File: config.mk
export PLATFORM = sky130hd
export DESIGN_NAME = ro_freq_monitor
export DESIGN_NICKNAME = d
export VERILOG_FILES = /design/src/rtl/ro_pkg.sv /design/src/rtl/ro_sync_edge.sv /design/src/rtl/ro_freq_monitor.sv
export SDC_FILE = /design/constraint.sdc
export NUM_CORES = 1
export LEC_CHECK = 0
export ABC_CLOCK_PERIOD_IN_PS = 2900
export CAP_MARGIN = 0
export CORE_ASPECT_RATIO = 1.1
export CORE_MARGIN = 4
export CORE_UTILIZATION = 58
export CTS_BUF_LIST = sky130_fd_sc_hd__clkbuf_2
export DETAILED_ROUTE_END_ITERATION = 7
export PLACE_DENSITY = 0.83
export SETUP_SLACK_MARGIN = 0.05
export SYNTH_ARGS = -nofsm -noshare
export SYNTH_HDL_FRONTEND = slang
export SYNTH_SLANG_ARGS = --single-unit
File: constraint.sdc
create_clock -name ro_clk -period 2.9 [get_ports ro_clk]
set_input_delay 0.58 -clock ro_clk [delete_from_list [all_inputs] [get_ports ro_clk]]
set_output_delay 0.58 -clock ro_clk [all_outputs]
set_load 0.005 [all_outputs]
File: src/rtl/ro_pkg.sv
// Shared types and default sizing for the ring-oscillator frequency monitor.
package ro_pkg;

    typedef enum logic [1:0] {
        IDLE,
        ARM,
        MEASURE,
        DONE
    } ro_mon_state_t;

    localparam int RO_N_CH_DEF        = 4;
    localparam int RO_CNT_W_DEF       = 16;
    localparam int RO_WIN_W_DEF       = 16;
    localparam int RO_SETTLE_CYC_DEF  = 8;
    localparam int RO_SYNC_STAGES_DEF = 2;

    // Width of a channel index; a single channel still gets a 1-bit select.
    function automatic int sel_width(input int n);
        return (n > 1) ? $clog2(n) : 1;
    endfunction

endpackage

File: src/rtl/ro_sync_edge.sv
// Synchroniser for one asynchronous RO output, followed by a rising-edge detector.
module ro_sync_edge
    import ro_pkg::*;
#(
    parameter int SYNC_STAGES = RO_SYNC_STAGES_DEF
) (
    input  logic clk,
    input  logic rst,
    input  logic din,
    output logic rise
);

    logic [SYNC_STAGES-1:0] chain;
    logic                   prev;

    // Shift the async input through the synchroniser; prev keeps the last synchronised sample.
    always_ff @(posedge clk) begin
        if (rst) begin
            chain <= '0;
            prev  <= 1'b0;
        end else begin
            chain <= {chain[SYNC_STAGES-2:0], din};
            prev  <= chain[SYNC_STAGES-1];
        end
    end

    assign rise = chain[SYNC_STAGES-1] & ~prev;

endmodule

File: src/rtl/ro_freq_monitor.sv
// Gated ring-oscillator frequency monitor: enables one RO channel, lets it settle,
// then counts its synchronised rising edges over a programmable window.
module ro_freq_monitor
    import ro_pkg::*;
#(
    parameter int N_CH        = RO_N_CH_DEF,
    parameter int CNT_W       = RO_CNT_W_DEF,
    parameter int WIN_W       = RO_WIN_W_DEF,
    parameter int SETTLE_CYC  = RO_SETTLE_CYC_DEF,
    parameter int SYNC_STAGES = RO_SYNC_STAGES_DEF,
    localparam int SEL_W      = sel_width(N_CH)
) (
    input  logic             ro_clk,
    input  logic             ro_rst,
    input  logic             ro_start,
    input  logic             ro_abort,
    input  logic [SEL_W-1:0] ro_sel,
    input  logic [WIN_W-1:0] ro_win,
    input  logic [N_CH-1:0]  ro_osc_i,
    output logic [N_CH-1:0]  ro_en,
    output logic             ro_busy,
    output logic             ro_done,
    output logic [CNT_W-1:0] ro_cnt,
    output logic             ro_ovf,
    output logic [SEL_W-1:0] ro_ch_q
);

    localparam int SET_W = $clog2(SETTLE_CYC + 1);
    localparam int TMR_W = (WIN_W > SET_W) ? WIN_W : SET_W;
    localparam logic [TMR_W-1:0] SETTLE_LOAD = TMR_W'(SETTLE_CYC - 1);
    localparam logic [SEL_W:0]   N_CH_LIM    = (SEL_W + 1)'(N_CH);

    ro_mon_state_t    state, state_nxt;
    logic [SEL_W-1:0] sel_q;
    logic [WIN_W-1:0] win_q;
    logic [TMR_W-1:0] tmr, tmr_nxt;
    logic [CNT_W-1:0] cnt_w, cnt_nxt;
    logic             ovf_w, ovf_nxt;
    logic             start_ok;
    logic             capture;
    logic             osc_sel;
    logic             rise;

    // Select the latched channel ahead of the single synchroniser instance.
    always_comb begin
        osc_sel = 1'b0;
        for (int unsigned i = 0; i < N_CH; i++) begin
            if (sel_q == SEL_W'(i)) begin
                osc_sel = ro_osc_i[i];
            end
        end
    end

    ro_sync_edge #(
        .SYNC_STAGES(SYNC_STAGES)
    ) u_sync_edge (
        .clk  (ro_clk),
        .rst  (ro_rst),
        .din  (osc_sel),
        .rise (rise)
    );

    // Next state, shared settle/window down-counter and saturating edge count.
    // The timer is loaded with N-1 so each phase occupies exactly N cycles.
    always_comb begin
        state_nxt = state;
        tmr_nxt   = tmr;
        cnt_nxt   = cnt_w;
        ovf_nxt   = ovf_w;
        start_ok  = 1'b0;
        capture   = 1'b0;
        case (state)
            IDLE: begin
                if (ro_start && ({1'b0, ro_sel} < N_CH_LIM)) begin
                    start_ok  = 1'b1;
                    state_nxt = ARM;
                    tmr_nxt   = SETTLE_LOAD;
                    cnt_nxt   = '0;
                    ovf_nxt   = 1'b0;
                end
            end
            ARM: begin
                if (ro_abort) begin
                    state_nxt = IDLE;
                end else if (tmr == '0) begin
                    if (win_q == '0) begin
                        state_nxt = DONE;
                        capture   = 1'b1;
                    end else begin
                        state_nxt = MEASURE;
                        tmr_nxt   = TMR_W'(win_q) - TMR_W'(1);
                    end
                end else begin
                    tmr_nxt = tmr - TMR_W'(1);
                end
            end
            MEASURE: begin
                if (ro_abort) begin
                    state_nxt = IDLE;
                end else begin
                    if (rise) begin
                        if (cnt_w == '1) begin
                            ovf_nxt = 1'b1;
                        end else begin
                            cnt_nxt = cnt_w + CNT_W'(1);
                        end
                    end
                    if (tmr == '0) begin
                        state_nxt = DONE;
                        capture   = 1'b1;
                    end else begin
                        tmr_nxt = tmr - TMR_W'(1);
                    end
                end
            end
            DONE: begin
                state_nxt = IDLE;
            end
            default: begin
                state_nxt = IDLE;
            end
        endcase
    end

    // FSM state and working registers.
    always_ff @(posedge ro_clk) begin
        if (ro_rst) begin
            state <= IDLE;
            tmr   <= '0;
            cnt_w <= '0;
            ovf_w <= 1'b0;
        end else begin
            state <= state_nxt;
            tmr   <= tmr_nxt;
            cnt_w <= cnt_nxt;
            ovf_w <= ovf_nxt;
        end
    end

    // Latch channel and window when a valid request is accepted.
    always_ff @(posedge ro_clk) begin
        if (ro_rst) begin
            sel_q <= '0;
            win_q <= '0;
        end else if (start_ok) begin
            sel_q <= ro_sel;
            win_q <= ro_win;
        end
    end

    // Result registers load on entry to DONE (including the final window cycle's edge)
    // so they are already valid while ro_done is high.
    always_ff @(posedge ro_clk) begin
        if (ro_rst) begin
            ro_cnt  <= '0;
            ro_ovf  <= 1'b0;
            ro_ch_q <= '0;
        end else if (capture) begin
            ro_cnt  <= cnt_nxt;
            ro_ovf  <= ovf_nxt;
            ro_ch_q <= sel_q;
        end
    end

    // Status outputs decoded from state; enable is one-hot on the latched channel.
    always_comb begin
        ro_busy = (state == ARM) || (state == MEASURE);
        ro_done = (state == DONE);
        ro_en   = '0;
        for (int unsigned i = 0; i < N_CH; i++) begin
            ro_en[i] = ro_busy && (sel_q == SEL_W'(i));
        end
    end

endmodule
== After elaboration in Yosys (flattened, before gate mapping) ==
Index checks and enable logic that the tools add are counted.
Cells by class
  equality and inequality tests: 14
  bitwise gates (word level): 2
  add/subtract/negate cells: 3
  reductions and logical operators: 12
  mux-type cells: 36
Operator list (count)
  two-way mux 16 bit: 10
  case mux 16 bit (3 select lines): 1
  logical NOT 16 bit: 2
  case mux 16 bit (2 select lines): 1
  subtractor 16 x 1 -> 16 bit, second input constant: 2
  adder 16 x 1 -> 16 bit, second input constant: 1
  equality test 16 bit, second input constant: 1
  two-way mux 1 bit: 16
  two-way mux 2 bit: 5
  inequality test 3 bit, second input constant: 3
  equality test 2 bit, second input constant: 4
  inequality test 2 bit, second input constant: 4
  case mux 2 bit (4 select lines): 1
  AND reduction 6 bit: 1
  equality test 2 x 1 -> 1 bit, second input constant: 2
  logical AND 1 bit: 4
  logical NOT 2 bit: 2
  case mux 1 bit (2 select lines): 2
  AND reduction 3 bit: 1
  nonzero test 3 bit: 1
  bitwise AND 1 bit: 1
  logical OR 1 bit: 1
  inverter 1 bit: 1
Word-level totals
  logic and storage cells: 78
  input port bits: 26
  output and inout bits: 25
  register bits after elaboration: 75

== Longest topological paths before layout ==
  depth in word-level cells: 5
  mapped depth: 11
  mapped depth without buffers: 8

== Hierarchy ==
A second synthesis with hierarchy kept.
Unflattened totals
  cells, all modules: 505
  area, all modules: 4056.4 µm²
By module, submodules not included
  ro_freq_monitor: seq. area each 1441.4 µm², times used 1, area each 3968.8 µm², cells an instance 498
  ro_sync_edge: seq. area each 60.1 µm², times used 1, area each 87.6 µm², cells an instance 7

== Worst setup path before layout ==
Ideal clock, no wire load.
  path kind: reg2reg
  from: register win_q[0]
  to: register tmr[10]
  stages on the path, launching flop included: 11
  period minus slack after synthesis: 2158 ps
  path buffers: 2
  data arrival time: 2041 ps
  setup slack: 742 ps
  setup time: 117 ps
  data required time: 2783 ps
  cells stage by stage: dfxtp_1 > inv_1 > ha_1 > nor3b_2 > and3_1 > buf_4 > a311oi_2 > o21a_1 > buf_6 > o21ai_0 > a32o_1
Between the ends
  longest elaborated chain between the ends: 5
  elaborated cells between the ends (all ways): 8
  classes of those cells: 1 x add/sub; 1 x eq/ne; 4 x mux; 2 x reduce/logical
Ends and longest elaborated chain
  start: declaration: RTL line ro_freq_monitor.sv:35  | logic [WIN_W-1:0] win_q;
  start signal: assignment: RTL line ro_freq_monitor.sv:147  | win_q <= ro_win;
  subtractor 16 x 1 -> 16 bit: RTL line ro_freq_monitor.sv:91  | tmr_nxt = TMR_W'(win_q) - TMR_W'(1);
  two-way mux 16 bit: RTL line ro_freq_monitor.sv:86  | if (win_q == '0) begin
  two-way mux 16 bit: RTL line ro_freq_monitor.sv:85  | end else if (tmr == '0) begin
  two-way mux 16 bit: RTL line ro_freq_monitor.sv:83  | if (ro_abort) begin
  case mux 16 bit (3 select lines): RTL line ro_freq_monitor.sv:72  | case (state)
  end signal: assignment: RTL line ro_freq_monitor.sv:134  | tmr <= tmr_nxt;
  end: declaration: RTL line ro_freq_monitor.sv:36  | logic [TMR_W-1:0] tmr, tmr_nxt;
Several ways; a longest one is shown, not always the timed one. The select of a mux whose other input is x is not followed.
A chain may end at the register's enable or synchronous reset.

== Worst setup path after layout ==
  from: register state[1]
  to: output port ro_en[0]
Between the ends
  longest elaborated chain between the ends: 3
  elaborated cells between the ends (all ways): 4
  classes of those cells: 2 x eq/ne; 2 x reduce/logical
Ends and longest elaborated chain
  start: declaration: RTL line ro_freq_monitor.sv:33  | ro_mon_state_t state, state_nxt;
  start signal: assignment: RTL line ro_freq_monitor.sv:133  | state <= state_nxt;
  equality test 2 x 1 -> 1 bit or equality test 2 bit (tied branches): RTL line ro_freq_monitor.sv:167  | ro_busy = (state == ARM) || (state == MEASURE);
  logical OR 1 bit *: RTL line ro_freq_monitor.sv:167
  logical AND 1 bit *: RTL line ro_freq_monitor.sv:171  | ro_en[i] = ro_busy && (sel_q == SEL_W'(i));
  end: declaration: RTL line ro_freq_monitor.sv:20  | output logic [N_CH-1:0] ro_en,
Mark *: on every way between the ends. The rest lies on a longest branch, timed or not.

==> results.md <==
- Worst-Margin Slew: 0.688 ns
- Clock power share: 0.224
- First-pass GRT wire length: 19.6 mm
- Share of the core filled with cells: 0.704
- Status: complete, no violations
- RSZ-0062 raised after global routing: no
- Arrival time worst endpoint: 2.16 ns
- Setup violators final: 0
- DR WL met3: 757 um
- Worst path cell trace: inv_1 > ha_4 > nor3b_1 > clkdlybuf4s50_1
- GRT overflow: 0
- Yosys warns: 0
- DP HPWL: 8.84 mm
- Syn Std Cell Area: 0.00424 mm^2
- Seq. cell area: 0.00151 mm^2
- Share of power burned in registers: 0.422
- Worst min-delay path class: primary input to flip-flop
- Combinational fraction of design power: 0.354
- Hold Path Depth: 2
- FMAX: 365 MHz
- Core area: 0.00705 mm^2
- Pin count of the biggest net entering global routing: 32
- Multi-input logic area: 0.00254 mm^2
- Slowest-stage cell, CP: clkdlybuf4s50_1
- Layout cells sized above 1: 0.107
- Critical Path Max Stage Delay: 0.53 ns
- Mapped Cells: 522
- CTS tree: done
- Crit start category: flip-flop
- Die width: 89.6 um
- Number of buffers created by CTS: 9
- ANT cells: 0
- Vias: 4184
- Placer Congestion: 1.03
- Max Fanout on Critical Path: 8
- WL/cell: 18.2 um
- CTS root buf: clkbuf_2
- Clk_lat worst skew: 0.57 ns
- Avg Cell Area, Syn: 8.13 um^2
- Peak supply drop: 0.000428 V
- Placed Instance Area: 0.00483 mm^2
- Asr flop ratio synth: 0
- Max Transition Viols Final: 0
- Nets@finish: 607
- R2R cell count: 8
- Number of flops mapped to enable cells by yosys: 0
- Worst setup EP type: output port
- Max Cap Viol: 0
- CTS H-tree lvls: 3
- # port buffers: 50
- Post-DRT Antenna Nets: 0
- Metal2 WL: 6.06 mm
- Cell variety after synth: 78
- Internal: 0.00168 W
- Clk sinks: 75
- Initial core utilization: 0.602
- #FFs+latches synth: 75
- Row count: 32
- Top layer in use: met4
- Vias/cell: 6.32
- DRC: 0
- DR iter-0 viols: 253
- All-Layer GR Usage: 0.284
- Clock tree buffer depth: 2
- Worst-path clk slew: 0.22 ns
- Routed WL: 12.1 mm
- Num ports: 51
- Max_slew headroom: 0.540
- Register area share after synthesis: 0.354
- P_leak: 1.86 nW
- Req. time, crit path: 2.32 ns
- Final Hold Viols: 0
- Post-CTS Setup Inserts: 0
- Drt first pass iters: 5
- Hold buffer count at CTS: 0
- Clock Skew: 0.0316 ns
- P_sw: 0.00106 W
- Fin area: 0.00496 mm^2
- Pwr per Cell Area: 552 mW/mm^2
- Die area: 0.00875 mm^2
- Routed metal-1 wirelength: 4.73 mm
- Initial antenna violation count: 0
- Main flop type after synthesis: dfxtp_1
- Syn_nets: 557
- Die H: 97.7 um
- Sw frac: 0.388
- Vias in the first global route: 4053
- Setup TNS: 0 ns
- Area grow syn2layout: 17.0%
- # fillers: 592
- Worst Hold Slack: 0.353 ns
- Critical setup path kind: flip-flop to output port
- Final period utilization: 0.945
- Final min period: 2.74 ns
-- cell usage after synthesis (6+ instances only) --
cell / instances / area share
nor4_1: 6 / 0.0088
o21ai_0: 18 / 0.021
a21oi_1: 40 / 0.047
o22ai_1: 6 / 0.0088
nor3_1: 12 / 0.014
a211oi_1: 11 / 0.019
nand3_1: 8 / 0.0094
nor2b_1: 6 / 0.0088
a31oi_1: 8 / 0.012
clkbuf_1: 15 / 0.013
ha_1: 9 / 0.027
nand2_1: 81 / 0.072
and3_1: 7 / 0.010
nor2_1: 51 / 0.045
and2_1: 7 / 0.010
inv_1: 19 / 0.017
a21o_1: 6 / 0.011
nand4_1: 10 / 0.015
xor2_1: 10 / 0.021
dfxtp_1: 75 / 0.35
xnor2_1: 13 / 0.027
-- timing repair --
| action | in CTS | in global routing |
|---|---|---|
| endpoints found under the setup margin | 4 | 4 |
| gates resized for setup | 3 | 2 |
| hold endpoints to repair | 0 | 0 |
| gates cloned | 0 | 0 |
-- layer usage --
metal,vias to the layer above,track usage
met3,50,0.0696
li1,1989,-
met2,194,0.488
met4,0,0.116
met5,-,0
met1,1951,0.329
-- power by group through the flow --
stage	clock (W)	combinational (W)	sequential [W]
global route	0.000666	0.00105	0.00116
finish	0.000614	0.000970	0.00116
global placement	0	0.000897	0.00117
detailed placement	0	0.000928	0.00117
CTS	0.000616	0.000935	0.00115
floorplan	0	0.000691	0.00116
-- registers in the layout (all words and copies together), names as in the netlist --
name and flops:
cnt_w 16, win_q 16, tmr 16, u_sync_edge.prev 1
ro_cnt 16, ro_ch_q 2, state 2, ro_ovf 1
ovf_w 1, u_sync_edge.chain 2, sel_q 2
-- placed cells by master (no fill, tap or decap), types with 9 or more instances in the layout --
master / n
a211oi_1: 11
a21oi_1: 40
buf_4: 17
clkbuf_2: 9
clkdlybuf4s50_1: 49
dfxtp_1: 73
inv_1: 19
nand2_1: 81
nand4_1: 10
nor2_1: 51
nor3_1: 12
o21ai_0: 18
xnor2_1: 13
xor2_1: 10
-- final timing paths --
kind / from / end / slack (ns)
setup / recovery: state[1] / ro_en[0] / 0.16
hold / removal: ro_rst / tmr[4] / 0.35
setup reg to reg: win_q[0] / tmr[11] / 0.36
hold reg to reg: u_sync_edge.chain[0] / u_sync_edge.chain[1] / 0.47
-- final cells by class --
cell class / instances / area share
clock inverter: 7 / 0.0146
tap: 85 / 0.0214
clock buffer: 9 / 0.00908
inverter: 19 / 0.0144
timing repair buffer: 67 / 0.126
multi-input combinational: 400 / 0.511
sequential: 75 / 0.304
-- logic make-up (layout without fill, tap and decap cells) --
family,Yosys count,after routing,share of synthesized area
simple gates,232,232,0.294
compound gates,134,134,0.219
flops,75,75,0.354
buf+inv,47,102,0.0510
xor+xnor,23,23,0.0475
fa+ha+maj,9,9,0.0265
mux,2,2,0.00767
-- stage by stage --
step	std cells	setup slack [ns]	power (W)
floorplan	522	0.742	0.00185
global placement	646	0.373	0.00207
detailed placement	646	0.303	0.00210
CTS	662	0.0649	0.00270
global route	662	0.0445	0.00288
finish	662	0.160	0.00274
-- critical path, delay by kind of cell (launching register included) --
kind	cells	cell delay, ns
buffers and inverters	2	0.63
DFF	1	0.42
adders and majority gates	1	0.35
and+or+nand+nor	1	0.20
(Power assumes the default switching activity.)
